`src/rtl/rectangle_key_sched_pkg.sv`:
```
// rectangle_pkg: shared constants, types and helpers for the RECTANGLE key schedule
package rectangle_pkg;

    typedef logic [63:0] rk_t;

    typedef enum logic {IDLE, EMIT} ks_state_t;

    localparam logic [4:0] RC_INIT = 5'h01;

    localparam logic [3:0] SBOX [16] = '{
        4'h6, 4'h5, 4'hC, 4'hA, 4'h1, 4'hE, 4'h7, 4'h9,
        4'hB, 4'h0, 4'h3, 4'hD, 4'h8, 4'hF, 4'h4, 4'h2
    };

    function automatic int row_w(input int key_w);
        return (key_w == 128) ? 32 : 16;
    endfunction

    function automatic int col_n(input int key_w);
        return (key_w == 128) ? 8 : 4;
    endfunction

    function automatic logic [4:0] rc_next(input logic [4:0] rc);
        return {rc[3:0], rc[4] ^ rc[2]};
    endfunction

endpackage

```
`src/rtl/rectangle_key_sched_if.sv`:
```
// rectangle_key_sched_if: key load and round-key stream bundle (rd_* only with RECT_RKEY_STORE_EN)
interface rectangle_key_sched_if #(parameter int KEY_W = 80);
    logic             key_load;
    logic [KEY_W-1:0] key_in;
    logic             key_ready;
    logic             rk_valid;
    logic             rk_ready;
    logic [63:0]      rk_out;
    logic [4:0]       rk_idx;
    logic             sched_done;
`ifdef RECT_RKEY_STORE_EN
    logic             rd_en;
    logic [4:0]       rd_idx;
    logic [63:0]      rd_data;
    logic             rd_valid;
`endif

    modport master (
        output key_load, key_in, rk_ready,
        input  key_ready, rk_valid, rk_out, rk_idx, sched_done
`ifdef RECT_RKEY_STORE_EN
        , output rd_en, rd_idx,
        input  rd_data, rd_valid
`endif
    );

    modport slave (
        input  key_load, key_in, rk_ready,
        output key_ready, rk_valid, rk_out, rk_idx, sched_done
`ifdef RECT_RKEY_STORE_EN
        , input rd_en, rd_idx,
        output rd_data, rd_valid
`endif
    );
endinterface

```
`src/rtl/rectangle_key_sched_sbox_layer.sv`:
```
// rect_ks_sbox_layer: applies the 4-bit S-box to the low COLS columns of a 4-row array
module rect_sbox4 (
    input  logic [3:0] din,
    output logic [3:0] dout
);
    import rectangle_pkg::*;
    assign dout = SBOX[din];
endmodule

module rect_ks_sbox_layer #(
    parameter int COLS  = 4,
    parameter int ROW_W = 16
) (
    input  logic [4*ROW_W-1:0] rows_in,
    output logic [4*ROW_W-1:0] rows_out
);
    for (genvar c = 0; c < ROW_W; c++) begin : g_col
        if (c < COLS) begin : g_s
            logic [3:0] nib;
            rect_sbox4 u_sbox (
                .din ({rows_in[3*ROW_W+c], rows_in[2*ROW_W+c], rows_in[ROW_W+c], rows_in[c]}),
                .dout(nib)
            );
            assign {rows_out[3*ROW_W+c], rows_out[2*ROW_W+c], rows_out[ROW_W+c], rows_out[c]} = nib;
        end else begin : g_p
            assign {rows_out[3*ROW_W+c], rows_out[2*ROW_W+c], rows_out[ROW_W+c], rows_out[c]} =
                   {rows_in[3*ROW_W+c], rows_in[2*ROW_W+c], rows_in[ROW_W+c], rows_in[c]};
        end
    end
endmodule

```
`src/rtl/rectangle_key_sched.sv`:
```
// rectangle_key_sched: streams ROUNDS+1 RECTANGLE round keys per 80/128-bit master key
// Optional round-key store enabled by defining RECT_RKEY_STORE_EN
module rectangle_key_sched
    import rectangle_pkg::*;
#(
    parameter int KEY_W  = 80,
    parameter int ROUNDS = 25
) (
    input logic clk,
    input logic rst_n,
    rectangle_key_sched_if.slave bus
);
    localparam int ROW_W = row_w(KEY_W);
    localparam int COLS  = col_n(KEY_W);
    localparam int SB_W  = 4 * ROW_W;

    ks_state_t        state_q, state_d;
    logic [KEY_W-1:0] key_q, key_d, key_upd;
    logic [SB_W-1:0]  sb_out;
    logic [4:0]       rc_q, rc_d, idx_q, idx_d;
    logic             load, fire, last;
    rk_t              rk;

    rect_ks_sbox_layer #(.COLS(COLS), .ROW_W(ROW_W)) u_sbox (
        .rows_in (key_q[SB_W-1:0]),
        .rows_out(sb_out)
    );

    if (KEY_W == 80) begin : g_k80
        logic [15:0] s0, s1, s2, s3, n0;
        assign {s3, s2, s1, s0} = sb_out;
        assign n0      = {s0[7:0], s0[15:8]} ^ s1 ^ {11'd0, rc_q};
        assign key_upd = {s0, {s3[3:0], s3[15:4]} ^ key_q[79:64], s3, s2, n0};
        assign rk      = key_q[63:0];
    end else if (KEY_W == 128) begin : g_k128
        logic [31:0] s0, s1, s2, s3, n0;
        assign {s3, s2, s1, s0} = sb_out;
        assign n0      = {s0[23:0], s0[31:24]} ^ s1 ^ {27'd0, rc_q};
        assign key_upd = {s0, {s2[15:0], s2[31:16]} ^ s3, s2, n0};
        assign rk      = {key_q[111:96], key_q[79:64], key_q[47:32], key_q[15:0]};
    end else begin : g_bad
        $error("rectangle_key_sched: KEY_W must be 80 or 128");
    end

    assign load = (state_q == IDLE) && bus.key_load;
    assign fire = (state_q == EMIT) && bus.rk_ready;
    assign last = idx_q == 5'(ROUNDS);

    // next-state: capture on load, step the key on every non-final acceptance
    always_comb begin
        state_d = state_q;
        key_d   = key_q;
        rc_d    = rc_q;
        idx_d   = idx_q;
        if (load) begin
            state_d = EMIT;
            key_d   = bus.key_in;
            rc_d    = RC_INIT;
            idx_d   = '0;
        end else if (fire && last) begin
            state_d = IDLE;
        end else if (fire) begin
            key_d = key_upd;
            rc_d  = rc_next(rc_q);
            idx_d = idx_q + 5'd1;
        end
    end

    // schedule state registers
    always_ff @(posedge clk or negedge rst_n) begin
        if (!rst_n) begin
            state_q <= IDLE;
            key_q   <= '0;
            rc_q    <= RC_INIT;
            idx_q   <= '0;
        end else begin
            state_q <= state_d;
            key_q   <= key_d;
            rc_q    <= rc_d;
            idx_q   <= idx_d;
        end
    end

    assign bus.key_ready  = state_q == IDLE;
    assign bus.rk_valid   = state_q == EMIT;
    assign bus.rk_out     = rk;
    assign bus.rk_idx     = idx_q;
    assign bus.sched_done = fire && last;

`ifdef RECT_RKEY_STORE_EN
    rk_t           mem [ROUNDS+1];
    logic [ROUNDS:0] wr_ok;
    logic          rd_ok;
    rk_t           rd_data_q;
    logic          rd_valid_q;

    assign rd_ok = (bus.rd_idx <= 5'(ROUNDS)) && wr_ok[bus.rd_idx];

    // store every accepted round key at its index
    always_ff @(posedge clk) begin
        if (fire) mem[idx_q] <= rk;
    end

    // entry valid bits (cleared per load) and the registered read port
    always_ff @(posedge clk or negedge rst_n) begin
        if (!rst_n) begin
            wr_ok      <= '0;
            rd_valid_q <= 1'b0;
            rd_data_q  <= '0;
        end else begin
            if (load) wr_ok <= '0;
            else if (fire) wr_ok[idx_q] <= 1'b1;
            rd_valid_q <= bus.rd_en && rd_ok;
            if (bus.rd_en && rd_ok) rd_data_q <= mem[bus.rd_idx];
        end
    end

    assign bus.rd_data  = rd_data_q;
    assign bus.rd_valid = rd_valid_q;
`endif
endmodule

```
`src/flat_wrapper.sv`:
```
// flat-port wrapper written by rule: the top's interface ports become plain ports
module rectangle_key_sched_flat import rectangle_pkg::*;
#(
    parameter int KEY_W  = 80,
    parameter int ROUNDS = 25
)
  (clk, rst_n, bus_key_load, bus_key_in, bus_rk_ready, bus_key_ready, bus_rk_valid, bus_rk_out, bus_rk_idx, bus_sched_done);
  rectangle_key_sched_if #(.KEY_W(KEY_W)) bus_i ();
  input logic clk;
  input logic rst_n;
  input wire logic [$bits(bus_i.key_load)-1:0] bus_key_load;
  input wire logic [$bits(bus_i.key_in)-1:0] bus_key_in;
  input wire logic [$bits(bus_i.rk_ready)-1:0] bus_rk_ready;
  output wire logic [$bits(bus_i.key_ready)-1:0] bus_key_ready;
  output wire logic [$bits(bus_i.rk_valid)-1:0] bus_rk_valid;
  output wire logic [$bits(bus_i.rk_out)-1:0] bus_rk_out;
  output wire logic [$bits(bus_i.rk_idx)-1:0] bus_rk_idx;
  output wire logic [$bits(bus_i.sched_done)-1:0] bus_sched_done;
  assign bus_i.key_load = bus_key_load;
  assign bus_i.key_in = bus_key_in;
  assign bus_i.rk_ready = bus_rk_ready;
  assign bus_key_ready = bus_i.key_ready;
  assign bus_rk_valid = bus_i.rk_valid;
  assign bus_rk_out = bus_i.rk_out;
  assign bus_rk_idx = bus_i.rk_idx;
  assign bus_sched_done = bus_i.sched_done;
  rectangle_key_sched #(.KEY_W(KEY_W), .ROUNDS(ROUNDS)) u_core (.clk(clk), .rst_n(rst_n), .bus(bus_i));
endmodule
```
`config.mk`:
```
export PLATFORM = sky130hd
export DESIGN_NAME = rectangle_key_sched_flat
export DESIGN_NICKNAME = d
export VERILOG_FILES = /design/src/rtl/rectangle_key_sched_pkg.sv /design/src/rtl/rectangle_key_sched_if.sv /design/src/rtl/rectangle_key_sched_sbox_layer.sv /design/src/rtl/rectangle_key_sched.sv /design/src/flat_wrapper.sv
export SDC_FILE = /design/constraint.sdc
export NUM_CORES = 1
export LEC_CHECK = 0
export ABC_AREA = 1
export CAP_MARGIN = 10
export CORE_UTILIZATION = 35
export CTS_BUF_LIST = sky130_fd_sc_hd__clkbuf_16
export DETAILED_ROUTE_END_ITERATION = 6
export GPL_ROUTABILITY_DRIVEN = 0
export PLACE_DENSITY_LB_ADDON = 0.15
export REMOVE_ABC_BUFFERS = 1
export SETUP_SLACK_MARGIN = 0.1
export SYNTH_ARGS = -nofsm -noshare
export SYNTH_HDL_FRONTEND = slang
export SYNTH_SLANG_ARGS = --single-unit
export TNS_END_PERCENT = 50
```
`constraint.sdc`:
```
create_clock -name clk -period 1.8 [get_ports clk]
set_clock_uncertainty 0.15 [all_clocks]
set_input_delay 0.27 -clock clk [delete_from_list [all_inputs] [get_ports clk]]
set_output_delay 0.27 -clock clk [all_outputs]
set_load 0.05 [all_outputs]
```
==> impl_metrics.ini <==
[finish]
fin_util_pct = 48.6
syn_to_final_growth_pct = 35.1
multi_input_area_um2 = 2720
antenna_cells = 0
regArea_um2 = 2280
fill_cells = 1677
mostFrequentLayoutCells = nand2_1, buf_4, dfrtp_1
final_nets = 1063
layout_commonest_cell = nand2_1
final_layout_size_suffix_gt1_share_pct = 16.5

[worst_setup_path]
path_class = register to output port
crit_path_max_incr_delay_ps = 380
worst-path-max-fanout = 2
regToRegSetupSlack_ps = 120
crit_path_start_kind = register
critical_path_required_ps = 1380
path_cells = inv_2 > ha_4 > nand4_4 > buf_6 > inv_4 > buf_12
arrival_ps = 1320
slowest_stage = dfrtp_1
cp-end-kind = output port

[flow_run]
cap_violations = 0

[drt]
postRouteAntennaNets = 0
drc_errors = 0
drtIter0Drc = 260
routed_wl_um = 16300
num_vias = 5378
wire_per_inst_um = 13.8
first_pass_iters = 4
vias_per_cell = 4.54

[grt]
gr-total-overflow = 0
grt_pass1_vias = 5040
antenna_found_initial = 0
grt_start_max_net_pins = 56
track_usage_pct = 17.9
grt_pass1_wl_um = 25200

[clock_network]
clkLatencyLatePin_ps = 350
clk_path_buf_depth = 2
cts_buffers = 9
path_clk_slew_ps = 60
htreeDepth = 3
cts_tree = built
cts_root_buf = clkbuf_16
clock_sinks = 91

[sta]
fin_crit_sh_pct = 96.9
setup_viol = 0
slew-limit-headroom_pct = 76.3
min_period_ps = 1740
rsz0062_at_grt = true
fmax_mhz = 573
setup_tns_ps = 0
hold_ws_ps = 225
setup_ws_ps = 55.7
finalHoldViolCount = 0
drv_slew = 0
worstMarginPinSlew_ps = 355

[place]
dp_worst_setup_slack_ps = -152
hpwl_um = 10700
port-buffer-count = 155

[logic_synthesis]
synth-seq-cells = 91
ys_types = 28
avgSynthCellArea_um2 = 7.14
yosysWarnings = 0
synth_ff_type = dfrtp_1
synthCells = 838
synth_edf_count = 0
synth_area_um2 = 5980
synth.yosys.seq_area_share_pct = 38.1
yosysTopAreaCellShare_pct = 37.7
synth.area.top_cells = dfrtp_1, nand2_1, buf_4, o21ai_0, inv_1
yosys.area.top_type = dfrtp_1
synthArstFlopShare_pct = 100

[run_status]
status = finished clean

[floorplan]
coreArea_um2 = 16600
initial_utilization_pct = 35.9
die_area_um2 = 17600
io_pins = 156
die_w_um = 133
placementRows = 47
die_h_um = 133

[min_path]
min_path_type = input port to asynchronous set/reset pin

[power]
vdd_drop_max_mv = 0.911
total_power_uw = 14400
p_leak_uw = 0.00412
power_density_nw_per_um2 = 1790
-- metrics by stage --
stage | instance area (um2) | std cells
after floorplan | 5290 | 738
after global placement | 7520 | 1153
after detailed placement | 7520 | 1153
after CTS | 7850 | 1175
after global routing | 8080 | 1184
final | 8080 | 1184
-- critical path: cells and delay by family (launching register included) --
kind / cells / cell delay, ps
adder cells (fa/ha/maj): 1 / 130
buffers and inverters: 4 / 390
flip-flops: 1 / 380
AND/OR/NAND/NOR: 1 / 70
-- per-layer routing --
metal | vias to the layer above | share of wire [%] | global-route usage, %
li1 | 2816 | - | -
met5 | - | 0 | 0
met3 | 15 | 3.7 | 2.57
met4 | 0 | 1.3 | 6.32
met1 | 2450 | 49 | 24.4
met2 | 97 | 46 | 29.1
-- worst paths after layout --
path,depth (start not counted),endpoint,from
min in group clk,2,u_core.key_q[67]$_DFFE_PN0P_,u_core.key_q[67]$_DFFE_PN0P_
worst min register to register,2,u_core.key_q[67]$_DFFE_PN0P_,u_core.key_q[67]$_DFFE_PN0P_
max in group asynchronous,3,u_core.rc_q[0]$_DFFE_PN1P_,rst_n
worst max-delay path,6,bus_sched_done,u_core.bus.rk_idx[1]$_DFFE_PN0P_
worst min-delay path,2,u_core.key_q[47]$_DFFE_PN0P_,rst_n
worst max register to register,9,u_core.key_q[36]$_DFFE_PN0P_,u_core.bus.rk_valid$_DFFE_PN0P_
-- timing repair --
action,in CTS,in global routing
gates cloned,0,7
gates resized for setup,6,15
pin swaps,1,0
setup endpoints to repair,1,77
hold buffers,1,0
hold endpoints to repair,21,0
setup buffers,5,2
-- sequential cells by signal, summed over array words and instances (netlist names) --
register	count
u_core.bus.rk_valid	1
u_core.rc_q	5
u_core.key_q	80
u_core.bus.rk_idx	5
-- cell usage after synthesis, types with 8 or more instances --
cell	instances
a21oi_1	21
buf_4	67
o21ai_0	72
nor2_1	15
clkbuf_1	10
nand2_1	326
inv_1	83
o21ai_1	8
dfrtp_1	90
o211ai_1	26
buf_2	17
xnor2_1	8
nand3_1	43
ha_1	20
-- power by group --
part           leakage, uW  switching (uW)  internal [uW]
Clock             0.000129             814            917
Sequential         0.00112             944           2960
Combinational      0.00287            5460           3350
-- cells by family after synthesis --
| logic type | after synthesis | share of synthesized area, % |
|---|---|---|
| multiplexers | 1 | 0.167 |
| XOR/XNOR | 12 | 1.76 |
| AND/OR/NAND/NOR | 395 | 26.5 |
| buffers and inverters | 186 | 16.9 |
| adder cells (fa/ha/maj) | 20 | 4.18 |
| flip-flops | 91 | 38.1 |
| AO/OA/AOI/OAI | 133 | 12.4 |
-- final cells by class --
type | instances | area share, %
Multi-Input combinational cell | 561 | 33.7
Clock inverter | 7 | 0.449
Tap cell | 220 | 3.41
Inverter | 86 | 4.27
Timing Repair Buffer | 210 | 27.2
Sequential cell | 91 | 28.2
Clock buffer | 9 | 2.79
(Power assumes the default switching activity.)
